**config.mk**
```make
export PLATFORM = sky130hd
export DESIGN_NAME = mips_muldiv_unit_flat
export DESIGN_NICKNAME = d
export VERILOG_FILES = /design/src/rtl/mips_muldiv_unit_pkg.sv /design/src/rtl/mips_muldiv_unit_if.sv /design/src/rtl/mips_muldiv_unit_step.sv /design/src/rtl/mips_muldiv_unit.sv /design/src/flat_wrapper.sv
export SDC_FILE = /design/constraint.sdc
export NUM_CORES = 1
export LEC_CHECK = 0
export ABC_AREA = 1
export CORE_UTILIZATION = 55
export CTS_CLUSTER_SIZE = 10
export DETAILED_ROUTE_END_ITERATION = 10
export MAX_ROUTING_LAYER = met4
export PLACE_DENSITY = 0.76
export SYNTH_ARGS = -nofsm -noshare
export SYNTH_HDL_FRONTEND = slang
export SYNTH_SLANG_ARGS = --single-unit
export TNS_END_PERCENT = 20
```
**constraint.sdc**
```tcl
create_clock -name clk -period 6.6 [get_ports clk]
set_clock_uncertainty 0.2 [all_clocks]
set_input_delay 1.65 -clock clk [delete_from_list [all_inputs] [get_ports clk]]
set_output_delay 1.65 -clock clk [all_outputs]
set_load 0.02 [all_outputs]
```
**src/rtl/mips_muldiv_unit_pkg.sv**
```systemverilog
// Shared definitions for the HI/LO multiply/divide unit. The CPU decoder
// imports op_e from here, so the unit and decode stay in step on encodings.
package mips_muldiv_pkg;

  // Operation encoding driven onto op by the decode stage.
  typedef enum logic [2:0] {
    OP_MULT  = 3'd0,
    OP_MULTU = 3'd1,
    OP_DIV   = 3'd2,
    OP_DIVU  = 3'd3,
    OP_MTHI  = 3'd4,
    OP_MTLO  = 3'd5
  } op_e;

  // Sequencer states: idle, iterate multiply, iterate divide, sign fix-up.
  typedef enum logic [1:0] {
    ST_IDLE = 2'd0,
    ST_MUL  = 2'd1,
    ST_DIV  = 2'd2,
    ST_FIX  = 2'd3
  } state_e;

  // Widest operand the helper functions below are sized for.
  localparam int MAX_WIDTH = 64;

  // LO value written by a divide with a zero divisor: WIDTH ones.
  function automatic logic [MAX_WIDTH-1:0] div0_lo(input int width);
    logic [MAX_WIDTH-1:0] ones;
    ones = '0;
    for (int i = 0; i < width; i++) ones[i] = 1'b1;
    return ones;
  endfunction

endpackage

```
**src/rtl/mips_muldiv_unit_if.sv**
```systemverilog
// CPU-facing request/result bundle for the multiply/divide unit.
interface mips_muldiv_unit_if
  import mips_muldiv_pkg::*;
#(
  parameter int WIDTH = 32
);

  logic             clock_enable;
  logic             start;
  op_e              op;
  logic [WIDTH-1:0] op_a;
  logic [WIDTH-1:0] op_b;
  logic             busy;
  logic             done;
  logic             div_by_zero;
  logic [WIDTH-1:0] hi;
  logic [WIDTH-1:0] lo;

  // CPU side: issues operations and reads HI/LO.
  modport master (
    output clock_enable, start, op, op_a, op_b,
    input  busy, done, div_by_zero, hi, lo
  );

  // Unit side.
  modport slave (
    input  clock_enable, start, op, op_a, op_b,
    output busy, done, div_by_zero, hi, lo
  );

endinterface

```
**src/rtl/mips_muldiv_unit_step.sv**
```systemverilog
// Combinational iteration kernel: retires UNROLL bits of either an unsigned
// shift-add multiply or a restoring divide on the {upper, lower} pair.
//   multiply: upper = partial product high, lower = multiplier / product low
//   divide:   upper = partial remainder,    lower = dividend / quotient
module muldiv_step #(
  parameter int WIDTH  = 32,
  parameter int UNROLL = 1
) (
  input  logic             is_div,
  input  logic [WIDTH-1:0] upper_in,
  input  logic [WIDTH-1:0] lower_in,
  input  logic [WIDTH-1:0] operand,
  output logic [WIDTH-1:0] upper_out,
  output logic [WIDTH-1:0] lower_out
);

  logic [WIDTH-1:0] upper;
  logic [WIDTH-1:0] lower;
  logic [WIDTH:0]   trial;
  logic [WIDTH:0]   sum;
  logic             qbit;

  // Unrolled chain of single-bit multiply or divide steps.
  always_comb begin
    // NOTE: blocking assignments here are deliberate - each unrolled bit
    // must see the value produced by the previous bit in the same cycle.
    upper = upper_in;
    lower = lower_in;
    trial = '0;
    sum   = '0;
    qbit  = 1'b0;
    for (int i = 0; i < UNROLL; i++) begin
      if (is_div) begin
        trial = {upper, lower[WIDTH-1]};
        qbit  = (trial >= {1'b0, operand});
        if (qbit) trial = trial - {1'b0, operand};
        upper = trial[WIDTH-1:0];
        lower = {lower[WIDTH-2:0], qbit};
      end else begin
        sum   = {1'b0, upper} + (lower[0] ? {1'b0, operand} : '0);
        upper = sum[WIDTH:1];
        lower = {sum[0], lower[WIDTH-1:1]};
      end
    end
    upper_out = upper;
    lower_out = lower;
  end

endmodule

```
**src/rtl/mips_muldiv_unit.sv**
```systemverilog
// Iterative MULT/MULTU/DIV/DIVU engine owning the architectural HI/LO
// registers. Operands are reduced to magnitudes on accept, iterated for ITER
// cycles, and sign-corrected in a final FIX cycle that writes HI/LO at once.
module mips_muldiv_unit
  import mips_muldiv_pkg::*;
#(
  parameter int WIDTH  = 32,
  parameter int UNROLL = 1
) (
  input logic                clk,
  input logic                reset,
  mips_muldiv_unit_if.slave  bus
);

  localparam int               ITER     = WIDTH / UNROLL;
  localparam int               CNT_W    = $clog2(ITER + 1);
  localparam logic [CNT_W-1:0] LAST_CNT = CNT_W'(ITER - 1);
  localparam logic [WIDTH-1:0] DIV0_LO  = WIDTH'(div0_lo(WIDTH));

  state_e             state_q, state_d;
  logic [CNT_W-1:0]   cnt_q;
  logic [WIDTH-1:0]   upper_q, lower_q, operand_q;
  logic [WIDTH-1:0]   upper_nxt, lower_nxt;
  logic               is_div_q, neg_q, rem_neg_q, div0_q;
  logic [WIDTH-1:0]   hi_q, lo_q;
  logic               done_q, dbz_q;
  logic               load, step, fix, wr_hi, wr_lo;

  // Operand preparation for the accept edge.
  logic             signed_op, div_op, a_neg, b_neg;
  logic [WIDTH-1:0] mag_a, mag_b;

  // Sign fix-up of the finished iteration.
  logic [2*WIDTH-1:0] prod_fix;
  logic [WIDTH-1:0]   quot_fix, rem_fix, hi_fix, lo_fix;

  muldiv_step #(
    .WIDTH  (WIDTH),
    .UNROLL (UNROLL)
  ) u_step (
    .is_div    (is_div_q),
    .upper_in  (upper_q),
    .lower_in  (lower_q),
    .operand   (operand_q),
    .upper_out (upper_nxt),
    .lower_out (lower_nxt)
  );

  // Magnitudes and result signs of the incoming operation.
  always_comb begin
    signed_op = (bus.op == OP_MULT) || (bus.op == OP_DIV);
    div_op    = (bus.op == OP_DIV)  || (bus.op == OP_DIVU);
    a_neg     = signed_op & bus.op_a[WIDTH-1];
    b_neg     = signed_op & bus.op_b[WIDTH-1];
    mag_a     = a_neg ? -bus.op_a : bus.op_a;
    mag_b     = b_neg ? -bus.op_b : bus.op_b;
  end

  // Final HI/LO values: negate magnitudes where the result sign demands it.
  // Divide-by-zero leaves |op_a| as the remainder, which re-signs to op_a.
  always_comb begin
    prod_fix = neg_q ? -{upper_q, lower_q} : {upper_q, lower_q};
    quot_fix = neg_q ? -lower_q : lower_q;
    rem_fix  = rem_neg_q ? -upper_q : upper_q;
    if (is_div_q) begin
      hi_fix = rem_fix;
      lo_fix = div0_q ? DIV0_LO : quot_fix;
    end else begin
      hi_fix = prod_fix[2*WIDTH-1:WIDTH];
      lo_fix = prod_fix[WIDTH-1:0];
    end
  end

  // FSM state register; reset wins over clock_enable.
  always_ff @(posedge clk) begin
    if (reset)                 state_q <= ST_IDLE;
    else if (bus.clock_enable) state_q <= state_d;
  end

  // Next-state and datapath control decode.
  always_comb begin
    // NOTE: every output gets a default before the case so no path leaves
    // one unassigned, which would otherwise infer a latch.
    state_d = state_q;
    load    = 1'b0;
    step    = 1'b0;
    fix     = 1'b0;
    wr_hi   = 1'b0;
    wr_lo   = 1'b0;
    case (state_q)
      ST_IDLE: begin
        if (bus.start) begin
          case (bus.op)
            OP_MULT, OP_MULTU: begin load = 1'b1; state_d = ST_MUL; end
            OP_DIV,  OP_DIVU:  begin load = 1'b1; state_d = ST_DIV; end
            OP_MTHI:           wr_hi = 1'b1;
            OP_MTLO:           wr_lo = 1'b1;
            default:           ;
          endcase
        end
      end
      ST_MUL, ST_DIV: begin
        step = 1'b1;
        if (cnt_q == LAST_CNT) state_d = ST_FIX;
      end
      ST_FIX: begin
        fix     = 1'b1;
        state_d = ST_IDLE;
      end
      default: state_d = ST_IDLE;
    endcase
  end

  // Iteration working registers: loaded on accept, advanced each step.
  always_ff @(posedge clk) begin
    // NOTE: these hold no architectural state and are always reloaded on
    // accept before use, so they are deliberately left without a reset.
    if (bus.clock_enable) begin
      if (load) begin
        cnt_q     <= '0;
        upper_q   <= '0;
        lower_q   <= div_op ? mag_a : mag_b;
        operand_q <= div_op ? mag_b : mag_a;
        is_div_q  <= div_op;
        neg_q     <= a_neg ^ b_neg;
        rem_neg_q <= a_neg;
        div0_q    <= div_op && (bus.op_b == '0);
      end else if (step) begin
        cnt_q   <= cnt_q + CNT_W'(1);
        upper_q <= upper_nxt;
        lower_q <= lower_nxt;
      end
    end
  end

  // Architectural HI/LO and the completion pulses.
  always_ff @(posedge clk) begin
    if (reset) begin
      hi_q   <= '0;
      lo_q   <= '0;
      done_q <= 1'b0;
      dbz_q  <= 1'b0;
    end else if (bus.clock_enable) begin
      done_q <= fix;
      dbz_q  <= fix & is_div_q & div0_q;
      if (fix) begin
        hi_q <= hi_fix;
        lo_q <= lo_fix;
      end
      if (wr_hi) hi_q <= bus.op_a;
      if (wr_lo) lo_q <= bus.op_a;
    end
  end

  assign bus.busy        = (state_q != ST_IDLE);
  assign bus.done        = done_q;
  assign bus.div_by_zero = dbz_q;
  assign bus.hi          = hi_q;
  assign bus.lo          = lo_q;

endmodule

```
**src/flat_wrapper.sv**
```systemverilog
// flat-port wrapper written by rule: the top's interface ports become plain ports
module mips_muldiv_unit_flat import mips_muldiv_pkg::*;
#(
  parameter int WIDTH  = 32,
  parameter int UNROLL = 1
)
  (clk, reset, bus_clock_enable, bus_start, bus_op, bus_op_a, bus_op_b, bus_busy, bus_done, bus_div_by_zero, bus_hi, bus_lo);
  mips_muldiv_unit_if #(.WIDTH(WIDTH)) bus_i ();
  input logic clk;
  input logic reset;
  input wire logic [$bits(bus_i.clock_enable)-1:0] bus_clock_enable;
  input wire logic [$bits(bus_i.start)-1:0] bus_start;
  input wire logic [$bits(bus_i.op)-1:0] bus_op;
  input wire logic [$bits(bus_i.op_a)-1:0] bus_op_a;
  input wire logic [$bits(bus_i.op_b)-1:0] bus_op_b;
  output wire logic [$bits(bus_i.busy)-1:0] bus_busy;
  output wire logic [$bits(bus_i.done)-1:0] bus_done;
  output wire logic [$bits(bus_i.div_by_zero)-1:0] bus_div_by_zero;
  output wire logic [$bits(bus_i.hi)-1:0] bus_hi;
  output wire logic [$bits(bus_i.lo)-1:0] bus_lo;
  assign bus_i.clock_enable = bus_clock_enable;
  assign bus_i.start = bus_start;
  assign bus_i.op = bus_op;
  assign bus_i.op_a = bus_op_a;
  assign bus_i.op_b = bus_op_b;
  assign bus_busy = bus_i.busy;
  assign bus_done = bus_i.done;
  assign bus_div_by_zero = bus_i.div_by_zero;
  assign bus_hi = bus_i.hi;
  assign bus_lo = bus_i.lo;
  mips_muldiv_unit #(.WIDTH(WIDTH), .UNROLL(UNROLL)) u_core (.clk(clk), .reset(reset), .bus(bus_i));
endmodule
```
==> impl_metrics.csv <==
group,metric,value,unit
yosys,synth_fa_ha_area_share,5.31,%
clock_tree,h-tree-depth,4,
yosys,ys.flop_type,"edfxtp_1",
clock_tree,cts.clk_slew.worst_paths,0.08,ns
final_layout,multi_input_area,11200,um2
yosys,synthDistinctLibCells,51,
setup_path,crit_chain,"clkdlybuf4s50_1, inv_1, ha_1, nand3_1, nor2_1, nand3_1, nor2_1, inv_1, nand2_1, xor2_1, o211ai_1, nand2_1",
final_layout,drive_above_1_share,3.00,%
yosys,post_synth.cell_area_avg,6.01,um2
floorplanning,dieHeight,180,um
yosys,synth.ff_latch_count,174,
clock_tree,numClockSinks,174,
setup_path,crit_family,"simple AND/OR/NAND/NOR gates",
drt,firstDrtPassIters,7,
setup_path,cpMaxStageDelayCell,"xor2_1",
power,power,0.00460,W
drt,top_layer,"met4",
final_layout,seqCellArea,4540,um2
timing,grt_setup_unrepaired,"no",
drt,drt-initial-drc-count,3276,
yosys,synth_nets,3050,
global_route,gr-total-overflow,0,
setup_path,critPathCaptureType,"flop",
final_layout,finalInstanceArea,19700,um2
floorplanning,ios,138,
setup_path,cp_num_buf_inv,3,
power,power.leakage,9.16,nW
yosys,synth_area_leaders,"nand2_1, edfxtp_1, dfxtp_1",
setup_path,arrival,4.62,ns
clock_tree,cts-root-buf,"clkbuf_16",
yosys,synth.area.mux_share,0.172,%
global_route,grt_pass1_wl,116000,um
yosys,syn_area,17500,um2
clock_tree,insertion_delay,0.47,ns
yosys,synth-xor-area-share,4.01,%
clock_tree,clk_path_buf_depth,2,
floorplanning,row_count,64,
clock_tree,cts_buffers,17,
power,ir_drop,0.192,mV
setup_path,worst_setup_path_start_kind,"primary input",
clock_tree,ctsHoldBuffers,0,
drt,postRouteAntennaNets,0,
setup_path,slowest_delay,0.61,ns
placed_design,dpl_cell_area,19100,um2
timing,min_period,4.48,ns
floorplanning,die_w,180,um
global_route,grt_max_degree,68,
timing,worst_slew_pin_slew,1.15,ns
global_route,grt_pass1_vias,19604,
global_route,antenna_found_initial,2,
yosys,yosysMostFrequentCell,"nand2_1",
drt,drt-met1-wl,27800,um
drt,drt-total-wl,77700,um
timing,finalCritPeriodShare,67.8,%
timing,finalHoldViolations,0,
placed_design,port_buffers,137,
drt,vias,21263,
run,cap_violations,0,
floorplanning,core_area,30900,um2
hold_path,hold_class,"flop to flop",
yosys,synth_edf_count,106,
final_layout,nFillCells,2919,
drt,met3WireLength,10700,um
yosys,synth-compound-area-share,16.6,%
setup_path,worstPathMaxFanout,5,
drt,route.detailed.drc,0,
power,powerDensity,234,nW/um2
drt,routedWlPerCell,22.9,um
floorplanning,die-area,32500,um2
drt,met2_length,32900,um
global_route,grt_use_total,48.7,%
setup_path,crit_type,"primary input to flop",
timing,slew_violations,0,
floorplanning,start_util,56.5,%
timing,setup_tns,0,ns
clock_tree,cts_resized,0,
yosys,synthArstFlopShare,0,%
timing,setup_viol,0,
yosys,synthSimpleGateAreaFrac,37.6,%
timing,holdWs,0.266,ns
yosys,synthTopCellsByCount,"nand2_1, inv_1, nor2_1, nand3_1, a21oi_1",
placed_design,hpwlAfterDp,61000,um
clock_tree,cts_tree,"yes",
yosys,synthCells,2906,
clock_tree,cts_setup_buffers,0,
yosys,ys_warn_count,0,
yosys,synth_top_family_by_area,"simple AND/OR/NAND/NOR gates",
yosys,yosys.area.top_type,"nand2_1",
final_layout,nets,3128,
timing,fmax,223,MHz
run_status,status,"finished clean",
timing,slew_headroom,23.2,%
yosys,yosys.area.top_type_share,19.0,%
setup_path,worstPathRequired,6.74,ns
drt,viasPerCell,6.26,
final_layout,area_delta_synth_final,12.7,%
yosys,ys_seq_area_share,26.0,%
placed_design,gp_congestion,1.14,
## area by class of cell
cell class                      count  share of cell area [%]
Timing Repair Buffer              154                    7.67
Multi-Input combinational cell   2271                    56.8
Clock buffer                       18                    2.18
Inverter                          366                    6.97
Antenna cell                        2                  0.0254
Tap cell                          396                    2.52
Sequential cell                   174                    23.1
Clock inverter                     14                   0.781
## cell usage in the layout (no fill, tap or decap), types with 9 or more instances in the layout
cell type | Yosys | layout
a21oi_1 | 236 | 235
a31oi_1 | 15 | 15
buf_4 | 0 | 16
clkbuf_16 | 0 | 17
clkdlybuf4s50_1 | 0 | 137
dfxtp_1 | 68 | 68
edfxtp_1 | 106 | 106
ha_1 | 71 | 71
inv_1 | 360 | 360
nand2_1 | 884 | 884
nand3_1 | 261 | 261
nand3b_1 | 13 | 13
nand4_1 | 41 | 41
nor2_1 | 307 | 304
nor3_1 | 24 | 24
o211ai_1 | 17 | 17
o21ai_0 | 223 | 223
o21bai_1 | 9 | 9
o22ai_1 | 13 | 13
xor2_1 | 74 | 74
## registers in the layout, indices dropped and copies added, names as in the netlist
name / cells
u_core.bus.hi: 32
u_core.bus.lo: 32
u_core.lower_q: 32
u_core.operand_q: 32
u_core.upper_q: 32
u_core.cnt_q: 6
u_core.state_q: 2
u_core.bus.div_by_zero: 1
u_core.bus.done: 1
u_core.div0_q: 1
u_core.is_div_q: 1
u_core.neg_q: 1
u_core.rem_neg_q: 1
## worst register-to-register path, stage by stage, from the launching register on
cell	delay [ns]
edfxtp_1	0.71
buf_4	0.43
nand2_1	0.12
inv_1	0.07
ha_1	0.27
a21oi_1	0.29
o21ai_0	0.26
nand2_1	0.15
nand3_1	0.19
o21ai_0	0.51
nand3_1	0.22
nand2_1	0.12
inv_1	0.05
## path summary, 6_finish.rpt
kind / start / to / slack (ns) / cells after the start
max: bus_op_a[0] / u_core.lower_q[14] / 2.12 / 12
min: u_core.bus.hi[24] / u_core.bus.hi[24] / 0.27 / 2
max reg2reg: u_core.lower_q[0] / u_core.upper_q[8] / 2.75 / 12
min reg2reg: u_core.bus.hi[24] / u_core.bus.hi[24] / 0.27 / 2
## per-stage QoR
stage                     util (%)  setup WS (ns)  cells
after floorplan                  -          0.202   2906
after global placement        61.8           1.90   3361
after detailed placement      61.8           1.79   3361
after CTS                     63.7           2.25   3393
after global routing          63.7           2.00   3395
final                         63.7           2.12   3395
## report_power, final
group          internal [W]  switching [W]
Clock              0.000535       0.000527
Combinational      0.000612        0.00140
Sequential          0.00132       0.000217
Total               0.00246        0.00214
## metal layers
metal  vias to the layer above  GRT usage (%)
li1                       9692              -
met1                      9514           58.6
met2                      1654           72.3
met3                       403           11.5
met4                         0           32.6
met5                         -              -
## kinds of logic after synthesis
| kind of cell | Yosys count |
|---|---|
| AO/OA/AOI/OAI | 546 |
| XOR/XNOR | 80 |
| adder cells (fa/ha/maj) | 73 |
| buffers and inverters | 461 |
| flip-flops | 174 |
| multiplexers | 3 |
| AND/OR/NAND/NOR | 1569 |
Power figures use the tool's default switching activity.
